--- src/rtl/pipe_stage_rv.sv ---
// Generic valid/ready pipeline stage carrying LANES opaque fields, with optional
// skid entry (registered in_ready), synchronous flush and a saturating drop counter.
module pipe_stage_rv #(
  parameter int unsigned        DATA_W  = 32,
  parameter int unsigned        LANES   = 6,
  parameter logic [DATA_W-1:0]  CLR_VAL = '0,
  parameter int unsigned        SKID    = 1,
  parameter int unsigned        CNT_W   = 8
) (
  input  logic                    clk,
  input  logic                    reset,
  input  logic                    flush,
  input  logic                    in_valid,
  output logic                    in_ready,
  input  logic [LANES*DATA_W-1:0] in_data,
  output logic                    out_valid,
  input  logic                    out_ready,
  output logic [LANES*DATA_W-1:0] out_data,
  output logic [CNT_W-1:0]        drop_cnt
);

  localparam int unsigned     W        = LANES * DATA_W;
  localparam logic [W-1:0]    CLR_WORD = {LANES{CLR_VAL}};

  typedef enum logic [1:0] {ST_EMPTY, ST_FULL, ST_SKID} state_t;
  typedef enum logic [1:0] {M_HOLD, M_IN, M_SKID, M_CLR} msel_t;

  state_t         state_q, state_d;
  msel_t          main_sel;
  logic [W-1:0]   main_d;
  logic [W-1:0]   skid_d;
  logic           main_v, skid_v;
  logic           in_xfer, out_xfer;
  logic           skid_load, skid_clr;
  logic [1:0]     drop_inc;
  logic [CNT_W:0] drop_sum;
  logic [CNT_W-1:0] drop_next;

  assign main_v    = (state_q != ST_EMPTY);
  assign skid_v    = (state_q == ST_SKID);
  assign out_valid = main_v;
  assign out_data  = main_d;
  assign in_xfer   = in_valid & in_ready;
  assign out_xfer  = out_valid & out_ready;

  always_comb begin
    state_d   = state_q;
    main_sel  = M_HOLD;
    skid_load = 1'b0;
    skid_clr  = 1'b0;
    drop_inc  = '0;
    if (flush) begin
      // An entry leaving downstream on the flush cycle was delivered, not dropped.
      state_d   = ST_EMPTY;
      main_sel  = M_CLR;
      skid_clr  = 1'b1;
      drop_inc  = {1'b0, main_v & ~out_ready} + {1'b0, skid_v};
    end else begin
      case (state_q)
        ST_EMPTY: begin
          if (in_xfer) begin
            main_sel = M_IN;
            state_d  = ST_FULL;
          end
        end
        ST_FULL: begin
          if (in_xfer && out_xfer) begin
            main_sel = M_IN;
          end else if (in_xfer && SKID != 0) begin
            skid_load = 1'b1;
            state_d   = ST_SKID;
          end else if (out_xfer) begin
            main_sel = M_CLR;
            state_d  = ST_EMPTY;
          end
        end
        ST_SKID: begin
          if (out_xfer) begin
            main_sel = M_SKID;
            skid_clr = 1'b1;
            state_d  = ST_FULL;
          end
        end
        default: state_d = ST_EMPTY;
      endcase
    end
  end

  assign drop_sum  = {1'b0, drop_cnt} + {{(CNT_W-1){1'b0}}, drop_inc};
  assign drop_next = drop_sum[CNT_W] ? '1 : drop_sum[CNT_W-1:0];

  always_ff @(posedge clk) begin
    if (reset) begin
      state_q  <= ST_EMPTY;
      main_d   <= CLR_WORD;
      drop_cnt <= '0;
    end else begin
      state_q <= state_d;
      case (main_sel)
        M_IN:    main_d <= in_data;
        M_SKID:  main_d <= skid_d;
        M_CLR:   main_d <= CLR_WORD;
        default: main_d <= main_d;
      endcase
      if (flush) drop_cnt <= drop_next;
    end
  end

  if (SKID != 0) begin : g_skid
    assign in_ready = ~skid_v & ~flush;

    always_ff @(posedge clk) begin
      if (reset || skid_clr) skid_d <= CLR_WORD;
      else if (skid_load)    skid_d <= in_data;
    end
  end else begin : g_noskid
    logic skid_unused;
    assign in_ready    = (~main_v | out_ready) & ~flush;
    assign skid_d      = CLR_WORD;
    assign skid_unused = skid_load | skid_clr;
  end

endmodule

--- config.mk ---
export PLATFORM = sky130hd
export DESIGN_NAME = pipe_stage_rv
export DESIGN_NICKNAME = d
export VERILOG_FILES = /design/src/rtl/pipe_stage_rv.sv
export SDC_FILE = /design/constraint.sdc
export NUM_CORES = 1
export LEC_CHECK = 0
export CAP_MARGIN = 40
export CORE_MARGIN = 1
export CORE_UTILIZATION = 44
export CTS_CLUSTER_SIZE = 8
export DETAILED_ROUTE_END_ITERATION = 10
export PLACE_DENSITY = 0.76
export SLEW_MARGIN = 20
export SYNTH_ARGS = -nofsm -noshare
export SYNTH_HDL_FRONTEND = slang
export SYNTH_SLANG_ARGS = --single-unit
--- constraint.sdc ---
create_clock -name clk -period 2.5 [get_ports clk]
set_input_delay 0.25 -clock clk [delete_from_list [all_inputs] [get_ports clk]]
set_output_delay 0.25 -clock clk [all_outputs]
set_load 0.005 [all_outputs]
==> out/results.tsv <==
metric	value	unit
outcome	finished clean	
R2R depth	11	
Largest delay share family, worst path	simple AND/OR/NAND/NOR gates	
CTS sink cnt	394	
Tightest Pin Transition	533	ps
Worst-path clk slew	50	ps
FP Rows	67	
Synth cell types	34	
clk_lat worst skew	550	ps
startpoint types	flop	
Fin Clk Skew	15.9	ps
Mapped Area	0.0151	mm²
minimum clock period	2390	ps
min-delay src	in_data[44]	
TritonCTS clock tree	yes	
post-cts sizing count	0	
Req. time, crit path	2930	ps
origin of the critical flop-to-flop path	state_q[0]	
Leak Pwr	7.61	nW
Critical Path Sink Type	flop	
combinational power share	9.7	%
Clock Root Buffer	clkbuf_16	
Clock Tree Buf Depth	3	
die height	187	µm
CP max-delay cell	fa_1	
synthesized netlist cell count	1741	
DR pass1 iterations	5	
Slew Viols, Final	0	
starting density of the core	44.8	%
Final TNS setup	0	ps
Worst VDD drop	0.484	mV
internal power	11.1	mW
max cap viols	0	
Final Net Count	2323	
share of layout cells above drive strength 1	5.98	%
pin count of the biggest net entering global routing	107	
Avg Inst Size Synth	8.66	µm²
flop and latch count out of synthesis	394	
Synth warnings	0	
DRC viols	0	
DP HPWL	28900	µm
GRT Residual Overflow	0	
ANT nets after route	0	
vias in the first global route	13200	
r2r endpoint	drop_cnt[4]	
number of cells on the worst hold path	3	
post-synthesis sequential area ratio	52.3	%
Pwr Total	14.3	mW
DR iter-0 viols	890	
total die area	0.0350	mm²
CP Cell Sequence	or2_1 -> nor2b_1 -> ha_1 -> and2_1 -> ha_1 -> inv_1 -> fa_1 -> and3b_2 -> buf_6 -> and4_1 -> nor3_1	
Final Cycle Share	95.5	%
routed vias/inst	5.25	
most used cell, CP	ha_1	
worst hold-check path type	input pin to flop	
Slew HR	64.4	%
H-tree Lvls	2	
Final Hold Viols	0	
first-pass GRT wire length	69300	µm
share of total power in sequential cells	45.6	%
NetSw	3.17	mW
Worst path max stage delay	370	ps
flop-to-flop setup slack	110	ps
WS Path Type	flop to flop	
crit path DAT	2820	ps
WHS Endpoint	skid_d[44]	
Layout area overhead	40.0	%
via count	13500	
Post-CTS Hold Buffers	0	
Buffers & Inverters on Critical Path	2	
Tot GR Track Use	23.9	%
postcts setup bufs	0	
initial antenna violation count	1	
Core ar.	0.0336	mm²
IO Count	399	
wire per inst	16.9	µm
# fillers	2735	
Clk network pwr share	44.7	%
CTS buffer count	55	
switching share of power	22.2	%
crit path max fanout	6	
Max Clock Freq	419	MHz
gpl congestion	0.866	
endpoints failing setup	0	
total wire length	43600	µm
syn_nets	1942	
Power Density	676	mW/mm²
Port Buffers	398	
Die X	187	µm
flip-flops by register name, indices dropped and copies added, names as in the netlist:
name,cells
out_data,192
skid_d,192
drop_cnt,8
state_q,2
cell families after synthesis:
kind of cell | Yosys count | synth area share, %
xor gates and xnor gates | 2 | 0.116
DFF | 394 | 52.3
and+or+nand+nor | 612 | 15.8
AOI/OAI and AO/OA | 400 | 13.3
adders and majority gates | 4 | 0.382
muxes | 195 | 12.9
buffers and inverters | 134 | 5.10
synth_stat cells:
cell	instances	area share, %
nor3b_1	2	0.10
a21oi_1	201	6.7
a31oi_1	2	0.083
ha_1	3	0.25
inv_1	3	0.075
o21ai_1	194	6.4
o21ai_0	1	0.033
fa_1	1	0.13
nand4_1	1	0.042
nand2b_1	5	0.21
and2_1	3	0.12
nor3_1	3	0.10
nor3_2	1	0.066
nand3_1	2	0.066
clkbuf_1	40	1.0
buf_2	48	1.6
or2_1	2	0.083
nand2_1	580	14
and4_1	1	0.058
buf_4	30	1.5
and2b_1	1	0.050
dfxtp_1	394	52
xnor2_1	2	0.12
nor2_2	1	0.042
and3b_1	2	0.12
or3_1	1	0.042
mux2i_1	195	13
nor2b_1	2	0.083
nor2_1	4	0.10
a211oi_1	2	0.10
inv_2	1	0.025
buf_8	1	0.10
buf_6	11	0.82
nor3b_2	1	0.083
layout by cell type (no fill, tap or decap), types with 2 or more instances in the layout:
cell,count
or2_1,2
nor2b_1,2
clkdlybuf4s50_1,398
o21ai_1,194
clkinv_2,2
buf_4,28
a31oi_1,2
inv_1,3
nand2_1,579
nand2b_1,4
a211oi_1,2
nor3b_1,2
mux2i_1,195
nor3_1,3
buf_12,27
and2_1,2
ha_1,3
a21oi_1,200
xnor2_1,2
clkbuf_16,56
nand3_1,2
dfxtp_1,393
nor2_1,4
final cells by class:
cell class | instances | area [µm²] | share of cell area (%)
repair buffers | 454 | 4750 | 22.5
flip-flops and latches | 394 | 7890 | 37.4
clock inverters | 4 | 35.0 | 0.166
clock buffers | 56 | 1400 | 6.64
well taps | 448 | 561 | 2.66
diodes | 1 | 2.50 | 0.0119
inverters | 4 | 15.0 | 0.0711
multi-input cells | 1213 | 6460 | 30.6
power by group through the flow:
stage          registers [mW]  clock network [mW]  logic, mW
2_1_floorplan            6.62                   0      0.572
3_3_place_gp             6.62                   0       1.36
3_5_place_dp             6.62                   0       1.38
4_1_cts                  6.50                6.50       1.39
5_1_grt                  6.51                6.81       1.47
6_report                 6.50                6.38       1.38
metal layers:
metal	up-vias	share of wire, %	global-route usage [%]
li1	6526	-	-
met1	6421	41	29.2
met2	468	49	40.4
met3	108	6.4	5.18
met4	0	4.1	10.7
met5	-	0	0
how the worst max path moves through the flow:
| stage | startpoint | endpoint | depth (start not counted) |
|---|---|---|---|
| 6_report | state_q[0] | drop_cnt[4] | 11 |
| 5_1_grt | state_q[0] | drop_cnt[6] | 11 |
| 4_1_cts | state_q[0] | drop_cnt[4] | 11 |
| 3_5_place_dp | out_ready | drop_cnt[4] | 11 |
| 3_3_place_gp | out_ready | drop_cnt[4] | 11 |
| 2_1_floorplan | state_q[1] | drop_cnt[6] | 12 |
worst reg2reg max path, cell delays in order (launching register included):
cell,delay (ps)
dfxtp_2,340
or2_1,220
nor2b_1,140
ha_1,270
and2_1,120
ha_1,150
inv_1,60
fa_1,370
and3b_2,260
buf_6,120
and4_1,190
nor3_1,50
stage by stage:
step,hold WS [ps],instances,cell area [µm²],worst slack (ps),utilization [%]
6_report,282,2574,21100,112,62.8
5_1_grt,271,2574,21100,-0.119,62.8
4_1_cts,259,2573,21100,70.1,62.7
3_5_place_dp,438,2513,19700,-7.12,58.5
3_3_place_gp,432,2513,19700,27.5,58.5
2_1_floorplan,329,1741,15100,2.92,-
Note: power is estimated with default switching activity, not from simulation.
